$ cat config.mk
export PLATFORM = sky130hd
export DESIGN_NAME = redundancy_scanner
export DESIGN_NICKNAME = d
export VERILOG_FILES = /design/src/rtl/redundancy_scanner_pkg.sv /design/src/rtl/weight_buffer.sv /design/src/rtl/redundancy_scanner.sv
export SDC_FILE = /design/constraint.sdc
export NUM_CORES = 1
export LEC_CHECK = 0
export ABC_AREA = 0
export CORE_UTILIZATION = 48
export CTS_BUF_LIST = sky130_fd_sc_hd__clkbuf_16
export DETAILED_ROUTE_END_ITERATION = 10
export HOLD_SLACK_MARGIN = 0.08
export SYNTH_ARGS = -nofsm -noshare
export SYNTH_HDL_FRONTEND = slang
export SYNTH_SLANG_ARGS = --single-unit
$ cat constraint.sdc
create_clock -name clk -period 7.9 [get_ports clk]
set_input_delay 0.79 -clock clk [delete_from_list [all_inputs] [get_ports clk]]
set_output_delay 0.79 -clock clk [all_outputs]
set_load 0.005 [all_outputs]
$ cat src/rtl/redundancy_scanner_pkg.sv
// Shared definitions for the redundancy scanner.
//   WORD_WIDTH  default weight / index width
//   MAX_C_SIZE  default maximum lowered-filter length in words
//   DIST_WIDTH  width of the downstream distance result
//   state_e     scanner FSM state encoding
package redundancy_scanner_pkg;

  localparam int unsigned WORD_WIDTH = 8;
  localparam int unsigned MAX_C_SIZE = 128;
  localparam int unsigned DIST_WIDTH = 7;

  typedef enum logic [2:0] {
    StIdle,
    StLoad,
    StScan,
    StEmit,
    StDone
  } state_e;

endpackage

$ cat src/rtl/weight_buffer.sv
// Weight store for one lowered filter: DEPTH x WORD_WIDTH, one synchronous
// write port and two asynchronous read ports (one for i, one for j).
// Ports:
//   clk                   clock
//   wr_en/wr_addr/wr_data write port
//   rd_i_addr/rd_i_data   asynchronous read port for index i
//   rd_j_addr/rd_j_data   asynchronous read port for index j
// Contents are not reset; the owner tracks how many entries are valid.
module weight_buffer #(
  parameter int unsigned WORD_WIDTH = 8,
  parameter int unsigned DEPTH      = 128,
  parameter int unsigned ADDR_WIDTH = $clog2(DEPTH)
) (
  input  logic                  clk,
  input  logic                  wr_en,
  input  logic [ADDR_WIDTH-1:0] wr_addr,
  input  logic [WORD_WIDTH-1:0] wr_data,
  input  logic [ADDR_WIDTH-1:0] rd_i_addr,
  output logic [WORD_WIDTH-1:0] rd_i_data,
  input  logic [ADDR_WIDTH-1:0] rd_j_addr,
  output logic [WORD_WIDTH-1:0] rd_j_data
);

  logic [WORD_WIDTH-1:0] mem [DEPTH];

  always_ff @(posedge clk) begin
    if (wr_en) begin
      mem[wr_addr] <= wr_data;
    end
  end

  assign rd_i_data = mem[rd_i_addr];
  assign rd_j_data = mem[rd_j_addr];

endmodule

$ cat src/rtl/redundancy_scanner.sv
// Redundancy scanner: loads one lowered filter, then for every index j finds
// the nearest earlier index i holding the same non-zero weight and presents
// (i, j) to the distance calculator over a valid/ready handshake.
// Ports:
//   clk, reset            clock, synchronous active-high reset
//   w_valid/w_ready       weight word handshake (w_ready only high while loading)
//   w_data, w_last        weight value in index order, last-word marker
//   pair_valid/pair_ready redundant pair handshake to the distance calculator
//   idx1, idx2            smaller / larger index of the redundant pair
//   done                  one-cycle pulse when a filter scan completes
module redundancy_scanner #(
  parameter int unsigned WORD_WIDTH = redundancy_scanner_pkg::WORD_WIDTH,
  parameter int unsigned MAX_C_SIZE = redundancy_scanner_pkg::MAX_C_SIZE
) (
  input  logic                  clk,
  input  logic                  reset,
  input  logic                  w_valid,
  output logic                  w_ready,
  input  logic [WORD_WIDTH-1:0] w_data,
  input  logic                  w_last,
  output logic                  pair_valid,
  input  logic                  pair_ready,
  output logic [WORD_WIDTH-1:0] idx1,
  output logic [WORD_WIDTH-1:0] idx2,
  output logic                  done
);

  import redundancy_scanner_pkg::*;

  localparam int unsigned AddrWidth = $clog2(MAX_C_SIZE);
  // One extra bit so a completely full buffer length is representable.
  localparam int unsigned LenWidth  = WORD_WIDTH + 1;

  state_e                state_q, state_d;
  logic [LenWidth-1:0]   len_q, len_d;
  logic [WORD_WIDTH-1:0] i_q, i_d;
  logic [WORD_WIDTH-1:0] j_q, j_d;
  logic [WORD_WIDTH-1:0] idx1_q, idx1_d;
  logic [WORD_WIDTH-1:0] idx2_q, idx2_d;
  logic                  pair_valid_q, pair_valid_d;
  logic                  done_q, done_d;
  logic                  w_ready_q, w_ready_d;

  logic                  wr_en;
  logic                  beat;
  logic [WORD_WIDTH-1:0] buf_i;
  logic [WORD_WIDTH-1:0] buf_j;

  weight_buffer #(
    .WORD_WIDTH (WORD_WIDTH),
    .DEPTH      (MAX_C_SIZE),
    .ADDR_WIDTH (AddrWidth)
  ) u_weight_buffer (
    .clk       (clk),
    .wr_en     (wr_en),
    .wr_addr   (len_q[AddrWidth-1:0]),
    .wr_data   (w_data),
    .rd_i_addr (i_q[AddrWidth-1:0]),
    .rd_i_data (buf_i),
    .rd_j_addr (j_q[AddrWidth-1:0]),
    .rd_j_data (buf_j)
  );

  assign beat = w_valid && w_ready_q;

  always_comb begin
    state_d      = state_q;
    len_d        = len_q;
    i_d          = i_q;
    j_d          = j_q;
    idx1_d       = idx1_q;
    idx2_d       = idx2_q;
    pair_valid_d = pair_valid_q;
    done_d       = 1'b0;
    wr_en        = 1'b0;

    unique case (state_q)
      StIdle: begin
        state_d = StLoad;
      end

      StLoad: begin
        if (beat) begin
          wr_en = !reset;
          len_d = len_q + LenWidth'(1);
          // The beat that fills the buffer ends loading just like w_last.
          if (w_last || (len_q == LenWidth'(MAX_C_SIZE - 1))) begin
            state_d = StScan;
            j_d     = WORD_WIDTH'(1);
            i_d     = '0;
          end
        end
      end

      StScan: begin
        if ({1'b0, j_q} == len_q) begin
          state_d = StDone;
          done_d  = 1'b1;
        end else if (buf_j == '0) begin
          // Zero weights are never redundant; move on to the next j at once.
          j_d = j_q + WORD_WIDTH'(1);
          i_d = j_q;
        end else if (buf_i == buf_j) begin
          // buf_j is non-zero here, so a zero at i can never match.
          state_d      = StEmit;
          idx1_d       = i_q;
          idx2_d       = j_q;
          pair_valid_d = 1'b1;
        end else if (i_q == '0) begin
          j_d = j_q + WORD_WIDTH'(1);
          i_d = j_q;
        end else begin
          i_d = i_q - WORD_WIDTH'(1);
        end
      end

      StEmit: begin
        if (pair_ready) begin
          state_d      = StScan;
          pair_valid_d = 1'b0;
          j_d          = j_q + WORD_WIDTH'(1);
          i_d          = j_q;
        end
      end

      StDone: begin
        state_d = StIdle;
        len_d   = '0;
      end

      default: begin
        state_d = StIdle;
      end
    endcase

    // Registered ready: high exactly while the FSM sits in LOAD.
    w_ready_d = (state_d == StLoad);
  end

  always_ff @(posedge clk) begin
    if (reset) begin
      state_q      <= StIdle;
      len_q        <= '0;
      i_q          <= '0;
      j_q          <= '0;
      idx1_q       <= '0;
      idx2_q       <= '0;
      pair_valid_q <= 1'b0;
      done_q       <= 1'b0;
      w_ready_q    <= 1'b0;
    end else begin
      state_q      <= state_d;
      len_q        <= len_d;
      i_q          <= i_d;
      j_q          <= j_d;
      idx1_q       <= idx1_d;
      idx2_q       <= idx2_d;
      pair_valid_q <= pair_valid_d;
      done_q       <= done_d;
      w_ready_q    <= w_ready_d;
    end
  end

  assign w_ready    = w_ready_q;
  assign pair_valid = pair_valid_q;
  assign idx1       = idx1_q;
  assign idx2       = idx2_q;
  assign done       = done_q;

endmodule

==> results.yml <==
pwr:
  static-leakage-power_nw: 16.8
  vdd.ir_drop.worst_uv: 173
  power_density_nw_per_um2: 255
run_status:
  run_status: "completed"
drt:
  drt_drc_violations_left: 0
  dr.first_iter.drc_count: 4587
  avgViaCountPerCell: 7.07
  first_pass_iters: 6
  wl_per_cell_um: 38.6
  routed_wirelength_um: 162000
  vias: 29600
  antenna_violating_nets_left: 0
clock_network:
  tritoncts_num_sinks: 1085
  post_cts.resized_instances: 0
  clock_insertion_delay_worst_skew_ns: 0.70
  tritoncts: "done"
  clk_transition_reported_paths_ns: 0.06
  number_of_buffers_inserted_during_clock_tree_synthesis: 113
  post_cts.repair.setup_buffers: 0
  ctsLongestPathBuffers: 3
  cts_hold_buf: 0
  root_buffer: "clkbuf_16"
  cts_max_level: 3
grt:
  globalRouteMet1Util: 0.410
  pin_count_of_the_biggest_net_entering_global_routing: 107
  vias_in_the_first_global_route: 30000
  first_pass_grt_wire_length_um: 228000
  global_routing_met2_resource_utilization: 0.476
  grt.overflow.total: 0
  groute.usage.overall: 0.305
  antenna_found_initial: 4
  globalRouteMet3Util: 0.0711
  gr-max-usage-layer: "met2"
place:
  place_hpwl_um: 104000
  place_congestion: 0.944
  place.detailed.instances: 3989
  worst_setup_slack_after_placement_ns: 2.26
  numPortBuffers: 31
synthesis:
  synth_edf_count: 1024
  ys_async_sr_fraction: 0
  netlist.area_leader.share: 0.607
  yosys_warnings: 0
  yosysMostFrequentCell: "edfxtp_1"
  mappedNetlistArea_um2: 50600
  synth_area_leaders: "edfxtp_1, mux4_2, mux2i_1"
  synth_top_cell_by_area: "edfxtp_1"
  synth_ff_type: "edfxtp_1"
  postSynthAreaPerCell_um2: 18.7
  syn_inst: 2702
  mappedNetlistNets: 2719
  synth-seq-cells: 1085
  synth-seq-area-share: 0.631
  synth_common_cells: "edfxtp_1, mux4_2, nor2_1, mux2i_1, nand2_1"
  synth.lib_cells_used.distinct: 70
timing:
  finalSetupTns_ns: 0
  fin_worst_hold_slack_ns: 0.467
  clock_skew_ns: 0.0312
  worst-slew-pin-transition_ns: 1.44
  finalMaxSlewViolations: 0
  final.period_utilization: 0.749
  final-hold-violation-count: 0
  setup_viol: 0
  post-route-worst-setup-slack_ns: 1.99
  timing.final.crit_period_ns: 5.91
  max_freq_ghz: 0.169
  max_slew_margin: 0.0345
  rsz0062_at_grt: "no"
floorplanning:
  die_height_um: 327
  initial_utilization: 0.487
  coreArea_um2: 104000
  die_w_um: 327
  core.rowCount: 118
  ioPinCount: 32
  die_outline_area_um2: 107000
cells_and_area:
  drive_above_1_share: 0.292
  filler_cell_count: 8075
  num-nets-final: 2741
  fin_cells: 4191
  finalCoreUtilization: 0.539
  syn2layout_area_growth_pct: 10.7
setup_path:
  critical-path-top-delay-family: "compound AO/OA/AOI/OAI gates"
  timing.reg2reg.worst_path_depth: 12
  critical_path_arrival_ns: 6.49
  required_ns: 8.47
  worst-path-stages: 12
  path_class: "flip-flop to flip-flop"
  critical_path.max_stage_delay_ns: 0.98
  startpoint_type: "flip-flop"
  end_kind: "flip-flop"
  crit_path_max_fanout: 17
  worstPathCellList: "buf_4, inv_2, buf_4, nor2_1, a21oi_1, a211oi_1, o22ai_1, o21ai_0, nand4_1, o31ai_2, a2111oi_0, a211oi_1"
  cpMaxStageDelayCell: "o31ai_2"
  reg2reg_setup_slack_ns: 1.99
  path_buf_inv: 3
run:
  timing.max_cap.violations: 0
min_path:
  worst_hold_path_type: "flip-flop to flip-flop"
-- per-stage QoR --
step,power [mW],area (um2)
2_1_floorplan,8.32,50600
3_3_place_gp,9.26,52600
3_5_place_dp,9.28,52600
4_1_cts,14.3,56100
5_1_grt,14.6,56100
6_report,14.3,56100
-- how the worst min path moves through the flow --
stage,start,endpoint,cells after the start
floorplan,i_q[1],idx1[1],2
global placement,idx1[6],idx1[6],2
detailed placement,idx1[7],idx1[7],2
CTS,w_data[4],u_weight_buffer.mem[44][4],1
global route,w_data[4],u_weight_buffer.mem[41][4],1
finish,idx1[6],idx1[6],2
-- cell families after synthesis --
logic type / count (synthesis) / share of synthesized area
AO/OA/AOI/OAI: 231 / 0.0335
XOR/XNOR: 23 / 0.00398
flip-flops: 1085 / 0.631
buffers and inverters: 226 / 0.0189
adder cells (fa/ha/maj): 4 / 0.000988
AND/OR/NAND/NOR: 452 / 0.0406
multiplexers: 681 / 0.271
-- state kept, by name, summed over array words and instances, names as in the netlist, named ones only --
| register | count |
|---|---|
| u_weight_buffer.mem | 1024 |
| len_q | 9 |
| i_q | 8 |
| idx1 | 8 |
| idx2 | 8 |
| j_q | 8 |
| state_q | 3 |
| done | 1 |
| pair_valid | 1 |
| w_ready | 1 |
-- worst min-delay path, stage by stage (launching register included) --
cell     delay, ns
dfxtp_1       0.31
nand2_1       0.05
mux2i_1       0.06
-- where the power goes --
| group | switching [mW] | internal [mW] |
|---|---|---|
| Combinational | 1.53 | 1.19 |
| Clock | 2.22 | 2.88 |
| Sequential | 0.155 | 6.31 |
-- layout make-up --
type | instances | area, um2 | share of cell area
Clock buffer | 114 | 2850 | 0.0509
Sequential cell | 1085 | 32000 | 0.571
Clock inverter | 87 | 613 | 0.0109
Multi-Input combinational cell | 1391 | 17700 | 0.317
Timing Repair Buffer | 111 | 1050 | 0.0188
Tap cell | 1380 | 1730 | 0.0308
Antenna cell | 1 | 2.50 | 0.0000446
Inverter | 22 | 85.1 | 0.00152
-- per-layer routing --
metal | part of all wire | wire length (um)
met5 | 0.00020 | 32
met4 | 0.050 | 8080
met2 | 0.47 | 76600
met1 | 0.38 | 60700
met3 | 0.10 | 16400
-- layout by cell type, fill, tap and decap left out, types with 6 or more instances in the layout --
| cell type | count |
|---|---|
| a21oi_1 | 33 |
| a221oi_1 | 28 |
| a22oi_1 | 31 |
| a311oi_1 | 22 |
| a31o_2 | 8 |
| a31oi_1 | 6 |
| a32oi_1 | 9 |
| and2_1 | 8 |
| and3_1 | 9 |
| buf_12 | 13 |
| buf_4 | 75 |
| bufinv_16 | 9 |
| clkbuf_16 | 114 |
| clkdlybuf4s50_1 | 23 |
| clkinv_1 | 28 |
| clkinv_2 | 10 |
| dfxtp_1 | 53 |
| edfxtp_1 | 1024 |
| inv_1 | 48 |
| inv_2 | 6 |
| mux2i_1 | 127 |
| mux4_2 | 551 |
| nand2_1 | 110 |
| nand2b_1 | 12 |
| nand3_1 | 36 |
| nand4_1 | 20 |
| nor2_1 | 184 |
| nor2b_1 | 18 |
| nor3_1 | 15 |
| nor4_1 | 8 |
| o211ai_1 | 11 |
| o21ai_0 | 35 |
| xnor2_1 | 12 |
| xor2_1 | 11 |
(Power assumes the default switching activity.)
